### src/rtl/normalize_stream_if.sv
// Pixel-in / normalized-value-out stream bundle for normalize_stream.
interface normalize_stream_if #(
   parameter int unsigned IN_W  = 8,
   parameter int unsigned OUT_W = 16,
   parameter int unsigned CH_W  = 2
);
   logic [IN_W-1:0]         in_data;
   logic                    in_valid;
   logic                    in_sof;
   logic                    in_ready;
   logic signed [OUT_W-1:0] out_data;
   logic [CH_W-1:0]         out_ch;
   logic                    out_last;
   logic                    out_valid;
   logic                    out_ready;

   // Block side: consumes pixels, produces normalized beats.
   modport slave (
      input  in_data, in_valid, in_sof, out_ready,
      output in_ready, out_data, out_ch, out_last, out_valid
   );

   // Environment side: sources pixels, sinks normalized beats.
   modport master (
      output in_data, in_valid, in_sof, out_ready,
      input  in_ready, out_data, out_ch, out_last, out_valid
   );
endinterface

### src/rtl/normalize_stream.sv
// Per-channel mean subtraction and scaling of an interleaved pixel stream,
// rounded half-up and saturated to a signed fixed-point output.
module normalize_stream #(
   parameter  int unsigned IN_W    = 8,
   parameter  int unsigned OUT_W   = 16,
   parameter  int unsigned CH      = 3,
   parameter  int unsigned SCALE_W = 16,
   parameter  int unsigned SHIFT   = 4,
   localparam int unsigned CH_W    = (CH > 1) ? $clog2(CH) : 1
) (
   input  logic                clk,
   input  logic                rst,
   normalize_stream_if.slave   stream,
   input  logic                cfg_we,
   input  logic                cfg_sel,
   input  logic [CH_W-1:0]     cfg_ch,
   input  logic [SCALE_W-1:0]  cfg_data,
   output logic [15:0]         sat_cnt
);

   localparam int unsigned DIFF_W = IN_W + 1;
   localparam int unsigned PROD_W = DIFF_W + SCALE_W;
   localparam int unsigned SUM_W  = PROD_W + 1;
   localparam int unsigned EXT_W  = (SUM_W > OUT_W) ? SUM_W : OUT_W + 1;

   localparam logic signed [SCALE_W-1:0] SCALE_RST = SCALE_W'(128 << SHIFT);
   localparam logic signed [SUM_W-1:0]   RND_ADD   = SUM_W'((2 ** SHIFT) / 2);
   localparam logic signed [EXT_W-1:0]   SAT_MAX   =
      {{(EXT_W-OUT_W+1){1'b0}}, {(OUT_W-1){1'b1}}};
   localparam logic signed [EXT_W-1:0]   SAT_MIN   =
      {{(EXT_W-OUT_W+1){1'b1}}, {(OUT_W-1){1'b0}}};
   localparam logic [CH_W-1:0]           CH_LAST   = CH_W'(CH - 1);

   logic [IN_W-1:0]            offset_q [CH];
   logic signed [SCALE_W-1:0]  scale_q  [CH];

   logic [CH_W-1:0]            cnt_q, cnt_d;
   logic                       s1_valid_q;
   logic [CH_W-1:0]            s1_ch_q;
   logic signed [PROD_W-1:0]   s1_prod_q;

   logic                       out_valid_q;
   logic signed [OUT_W-1:0]    out_data_q;
   logic [CH_W-1:0]            out_ch_q;
   logic                       out_last_q;
   logic [15:0]                sat_cnt_q, sat_cnt_d;

   logic                       en_c, accept_c, cfg_hit_c, sat_c;
   logic [CH_W-1:0]            tag_c;
   logic signed [DIFF_W-1:0]   diff_c;
   logic signed [PROD_W-1:0]   prod_c;
   logic signed [SUM_W-1:0]    sum_c;
   logic signed [EXT_W-1:0]    rnd_c;
   logic signed [OUT_W-1:0]    res_c;

   // Handshake, channel tagging, stage-1 product and stage-2 round/saturate.
   always_comb begin
      en_c      = ~out_valid_q | stream.out_ready;
      accept_c  = stream.in_valid & en_c;
      cfg_hit_c = cfg_we & (32'(cfg_ch) < CH);
      tag_c     = stream.in_sof ? '0 : cnt_q;

      cnt_d = cnt_q;
      if (accept_c) begin
         cnt_d = (tag_c == CH_LAST) ? '0 : tag_c + CH_W'(1);
      end

      diff_c = $signed({1'b0, stream.in_data}) - $signed({1'b0, offset_q[tag_c]});
      prod_c = PROD_W'(diff_c) * PROD_W'(scale_q[tag_c]);

      sum_c = SUM_W'(s1_prod_q) + RND_ADD;
      rnd_c = EXT_W'(sum_c >>> SHIFT);
      sat_c = (rnd_c > SAT_MAX) || (rnd_c < SAT_MIN);
      if (rnd_c > SAT_MAX) begin
         res_c = OUT_W'(SAT_MAX);
      end else if (rnd_c < SAT_MIN) begin
         res_c = OUT_W'(SAT_MIN);
      end else begin
         res_c = OUT_W'(rnd_c);
      end

      sat_cnt_d = sat_cnt_q;
      if (en_c && s1_valid_q && sat_c && (sat_cnt_q != 16'hFFFF)) begin
         sat_cnt_d = sat_cnt_q + 16'd1;
      end
   end

   // Per-channel offset/scale tables; out-of-range channel writes are dropped.
   always_ff @(posedge clk) begin
      if (rst) begin
         for (int i = 0; i < int'(CH); i++) begin
            offset_q[i] <= '0;
            scale_q[i]  <= SCALE_RST;
         end
      end else if (cfg_hit_c) begin
         if (cfg_sel) begin
            scale_q[cfg_ch] <= cfg_data;
         end else begin
            offset_q[cfg_ch] <= cfg_data[IN_W-1:0];
         end
      end
   end

   // Two-stage pipeline advancing in lockstep whenever the output can move.
   always_ff @(posedge clk) begin
      if (rst) begin
         cnt_q       <= '0;
         s1_valid_q  <= 1'b0;
         s1_ch_q     <= '0;
         s1_prod_q   <= '0;
         out_valid_q <= 1'b0;
         out_data_q  <= '0;
         out_ch_q    <= '0;
         out_last_q  <= 1'b0;
         sat_cnt_q   <= '0;
      end else begin
         cnt_q     <= cnt_d;
         sat_cnt_q <= sat_cnt_d;
         if (en_c) begin
            s1_valid_q  <= accept_c;
            s1_ch_q     <= tag_c;
            s1_prod_q   <= prod_c;
            out_valid_q <= s1_valid_q;
            out_data_q  <= res_c;
            out_ch_q    <= s1_ch_q;
            out_last_q  <= (s1_ch_q == CH_LAST);
         end
      end
   end

   assign stream.in_ready  = en_c;
   assign stream.out_valid = out_valid_q;
   assign stream.out_data  = out_data_q;
   assign stream.out_ch    = out_ch_q;
   assign stream.out_last  = out_last_q;
   assign sat_cnt          = sat_cnt_q;

endmodule

### src/flat_wrapper.sv
// flat-port wrapper written by rule: the top's interface ports become plain ports
module normalize_stream_flat 
#(
   parameter  int unsigned IN_W    = 8,
   parameter  int unsigned OUT_W   = 16,
   parameter  int unsigned CH      = 3,
   parameter  int unsigned SCALE_W = 16,
   parameter  int unsigned SHIFT   = 4,
   localparam int unsigned CH_W    = (CH > 1) ? $clog2(CH) : 1
)
  (clk, rst, cfg_we, cfg_sel, cfg_ch, cfg_data, sat_cnt, stream_in_data, stream_in_valid, stream_in_sof, stream_out_ready, stream_in_ready, stream_out_data, stream_out_ch, stream_out_last, stream_out_valid);
  normalize_stream_if #(.IN_W(IN_W), .OUT_W(OUT_W), .CH_W(((CH > 1) ? $clog2(CH) : 1))) stream_i ();
  input  logic clk;
  input  logic rst;
  input  logic cfg_we;
  input  logic cfg_sel;
  input  logic [CH_W-1:0] cfg_ch;
  input  logic [SCALE_W-1:0] cfg_data;
  output logic [15:0] sat_cnt;
  input wire logic [$bits(stream_i.in_data)-1:0] stream_in_data;
  input wire logic [$bits(stream_i.in_valid)-1:0] stream_in_valid;
  input wire logic [$bits(stream_i.in_sof)-1:0] stream_in_sof;
  input wire logic [$bits(stream_i.out_ready)-1:0] stream_out_ready;
  output wire logic [$bits(stream_i.in_ready)-1:0] stream_in_ready;
  output wire logic [$bits(stream_i.out_data)-1:0] stream_out_data;
  output wire logic [$bits(stream_i.out_ch)-1:0] stream_out_ch;
  output wire logic [$bits(stream_i.out_last)-1:0] stream_out_last;
  output wire logic [$bits(stream_i.out_valid)-1:0] stream_out_valid;
  assign stream_i.in_data = stream_in_data;
  assign stream_i.in_valid = stream_in_valid;
  assign stream_i.in_sof = stream_in_sof;
  assign stream_i.out_ready = stream_out_ready;
  assign stream_in_ready = stream_i.in_ready;
  assign stream_out_data = stream_i.out_data;
  assign stream_out_ch = stream_i.out_ch;
  assign stream_out_last = stream_i.out_last;
  assign stream_out_valid = stream_i.out_valid;
  normalize_stream #(.IN_W(IN_W), .OUT_W(OUT_W), .CH(CH), .SCALE_W(SCALE_W), .SHIFT(SHIFT)) u_core (.clk(clk), .rst(rst), .stream(stream_i), .cfg_we(cfg_we), .cfg_sel(cfg_sel), .cfg_ch(cfg_ch), .cfg_data(cfg_data), .sat_cnt(sat_cnt));
endmodule
### config.mk
export PLATFORM = sky130hd
export DESIGN_NAME = normalize_stream_flat
export DESIGN_NICKNAME = d
export VERILOG_FILES = /design/src/rtl/normalize_stream_if.sv /design/src/rtl/normalize_stream.sv /design/src/flat_wrapper.sv
export SDC_FILE = /design/constraint.sdc
export NUM_CORES = 1
export LEC_CHECK = 0
export CAP_MARGIN = 10
export CELL_PAD_IN_SITES_DETAIL_PLACEMENT = 1
export CELL_PAD_IN_SITES_GLOBAL_PLACEMENT = 1
export CORE_MARGIN = 2
export CORE_UTILIZATION = 52
export DETAILED_ROUTE_END_ITERATION = 8
export PLACE_DENSITY_LB_ADDON = 0.1
export RECOVER_POWER = 25
export SYNTH_ARGS = -nofsm -noshare
export SYNTH_HDL_FRONTEND = slang
export SYNTH_SLANG_ARGS = --single-unit
export TNS_END_PERCENT = 1
### constraint.sdc
create_clock -name clk -period 28.6 [get_ports clk]
set_input_delay 5.72 -clock clk [delete_from_list [all_inputs] [get_ports clk]]
set_output_delay 5.72 -clock clk [all_outputs]
set_load 0.02 [all_outputs]
==> flow_summary.yaml <==
cts:
  post-cts-setup-buffers: 0
  cts_sinks: 159
  htreeDepth: 4
  holdBufCountCts: 0
  cts_max_path_buffers: 2
  insertion_delay_ns: 0.44
  cts_buffers: 17
  cts_tree: "yes"
  cts-resized-gates: 0
  clkTransAtPathRegs_ns: 0.07
  cts-root-buf: "clkbuf_16"
sta:
  fin_skew_ns: 0.0158
  max_slew_margin: -0.769
  setup_viol: 0
  tns_ns: 0
  timing.hold.ws_ns: 0.456
  tightest_slew_ns: 2.65
  finalCritPeriodShare: 0.503
  slew_violations: 188
  setup_ws_ns: 14.21
  finalCriticalPeriod_ns: 14.39
  rsz0062_at_grt: "no"
  hold_violations: 0
  timing.fmax_ghz: 0.0695
detailed_routing:
  viasPerCell: 5.81
  wl_met1_um: 14400
  highest_layer: "met4"
  wl_met3_um: 1190
  wl_per_cell_um: 20.7
  drt_pass1_iterations: 5
  finalWirelength_um: 35600
  drc: 0
  drt_iter0_markers: 710
  dr_wl_met2_um: 18900
  vias: 9996
  drtAntennaViolNets: 0
logic_synthesis:
  yosys_most_used_dff: "edfxtp_1"
  ys_seq_area_frac: 0.327
  synthDistinctLibCells: 73
  ys.warnings.count: 0
  synth_edf_count: 96
  syn_avg_cell_area_um2: 9.74
  synth_async_sr_flop_share: 0
  postSynthCellCount: 1299
  ys_ff_latch: 159
  netlist_area_um2: 12700
hold_path:
  hold_path.class: "flop to flop"
critical_path:
  path_cells: "dlygate4sd3_1 -> nor2b_4 -> clkbuf_1 -> clkinv_1 -> clkdlybuf4s50_1"
  crit_arrival_ns: 8.67
  required_ns: 22.88
  reg2reg_setup_slack_ns: 20.16
  critical_path_class: "primary input to primary output"
  cp_max_fo: 45
  slowest_delay_ns: 1.34
  crit_path_top_delay_cell: "clkbuf_1"
  critPathLaunchType: "primary input"
  cp-end-kind: "primary output"
place:
  dp_slack_ns: 14.63
  dpl.hpwl_um: 25200
  io_buffers: 69
  gp_congestion: 0.843
final_layout:
  final_core_util: 0.597
  diodes: 0
  syn_to_final_growth_pct: 13.8
  drive_gt1_frac: 0.0895
  nets: 1597
  most-common-layout-cells: "nor2_1, fa_1, inv_1, edfxtp_1, a21oi_1"
  mostFrequentLayoutCell: "nor2_1"
status:
  violations: "max-capacitance violations, max-slew violations"
  status: "complete, but fails checks"
die:
  coreArea_um2: 24100
  dieArea_um2: 25600
  dieHeight_um: 160
  start_util: 0.525
  num_rows: 57
  io_pins: 70
  die_x_um: 160
global_routing:
  grt_usage: 0.290
  gr-total-overflow: 0
  antenna_found_initial: 0
  grt_max_degree: 74
  grt_pass1_wl_um: 58400
  grt_pass1_vias: 11013
job:
  max_cap_viol_count: 4
synth_stat cells, types with 6 or more instances:
cell | n | area, um2
nand3_1 | 27 | 135
fa_1 | 120 | 2400
clkbuf_1 | 45 | 169
o21a_1 | 6 | 45.0
xnor2_1 | 24 | 210
nand4_1 | 15 | 93.8
nor2_1 | 137 | 514
or4_1 | 12 | 90.1
nand2b_1 | 28 | 175
and2_1 | 71 | 444
mux2_2 | 17 | 191
nor3_1 | 13 | 65.1
o31ai_1 | 10 | 75.1
a31oi_1 | 6 | 37.5
xor2_1 | 8 | 70.1
buf_1 | 6 | 22.5
and3_1 | 8 | 50.1
inv_1 | 116 | 435
a21oi_1 | 92 | 460
nor2b_1 | 30 | 188
or2_2 | 26 | 163
nand2_1 | 77 | 289
o21ai_0 | 41 | 205
a221oi_1 | 18 | 158
nand3b_1 | 19 | 143
ha_1 | 61 | 763
edfxtp_1 | 96 | 2880
mux2i_1 | 12 | 120
dfxtp_1 | 63 | 1260
or3_1 | 9 | 56.3
critical path, delay by kind of cell:
family	cells	cell delay, ns
buffers and inverters	4	2.82
AND/OR/NAND/NOR	1	0.10
final cells by class:
cell class / count / area, um2
clock inverter: 14 / 138
fill: 2746 / 9710
multi-input combinational: 985 / 7920
timing repair buffer: 103 / 923
inverter: 117 / 439
sequential: 159 / 4150
clock buffer: 18 / 429
tap: 324 / 405
cell families after synthesis:
family / synth area share
other: 0.000296
multiplexers: 0.0294
XOR/XNOR: 0.0221
buffers and inverters: 0.0552
AO/OA/AOI/OAI: 0.107
flip-flops: 0.327
AND/OR/NAND/NOR: 0.208
adder cells (fa/ha/maj): 0.250
sequential cells by signal, summed over array words and instances, names as in the netlist:
register                 flops
u_core.stream.out_valid      1
u_core.offset_q             32
u_core.stream.out_data      16
u_core.s1_ch_q               2
u_core.s1_valid_q            1
u_core.s1_prod_q            22
u_core.stream.out_last       1
u_core.sat_cnt              16
u_core.cnt_q                 2
u_core.stream.out_ch         2
u_core.scale_q              64
per-layer routing:
layer,up-vias,GRT usage
li1,4582,-
met1,5127,0.345
met2,216,0.532
met3,71,0.0431
met4,0,0.103
met5,-,0
path summary, 6_finish.rpt:
kind	start	end	cells after the start
setup reg to reg	u_core.cnt_q[0]$_SDFFE_PP0P_	u_core.s1_prod_q[21]$_SDFFE_PP0N_	32
hold reg to reg	u_core.stream.out_last$_SDFFE_PP0N_	u_core.stream.out_last$_SDFFE_PP0N_	2
setup / recovery	stream_out_ready	stream_in_ready	5
hold / removal	u_core.stream.out_last$_SDFFE_PP0N_	u_core.stream.out_last$_SDFFE_PP0N_	2
stage by stage:
| stage | area (um2) | instances |
|---|---|---|
| 2_1_floorplan | 12700 | 1322 |
| 3_3_place_gp | 13800 | 1687 |
| 3_5_place_dp | 13800 | 1687 |
| 4_1_cts | 14400 | 1719 |
| 5_1_grt | 14400 | 1720 |
| 6_report | 14400 | 1720 |
Power is not shown: default switching activity piles up to over one toggle a cycle in this logic, so the estimate is an artifact.
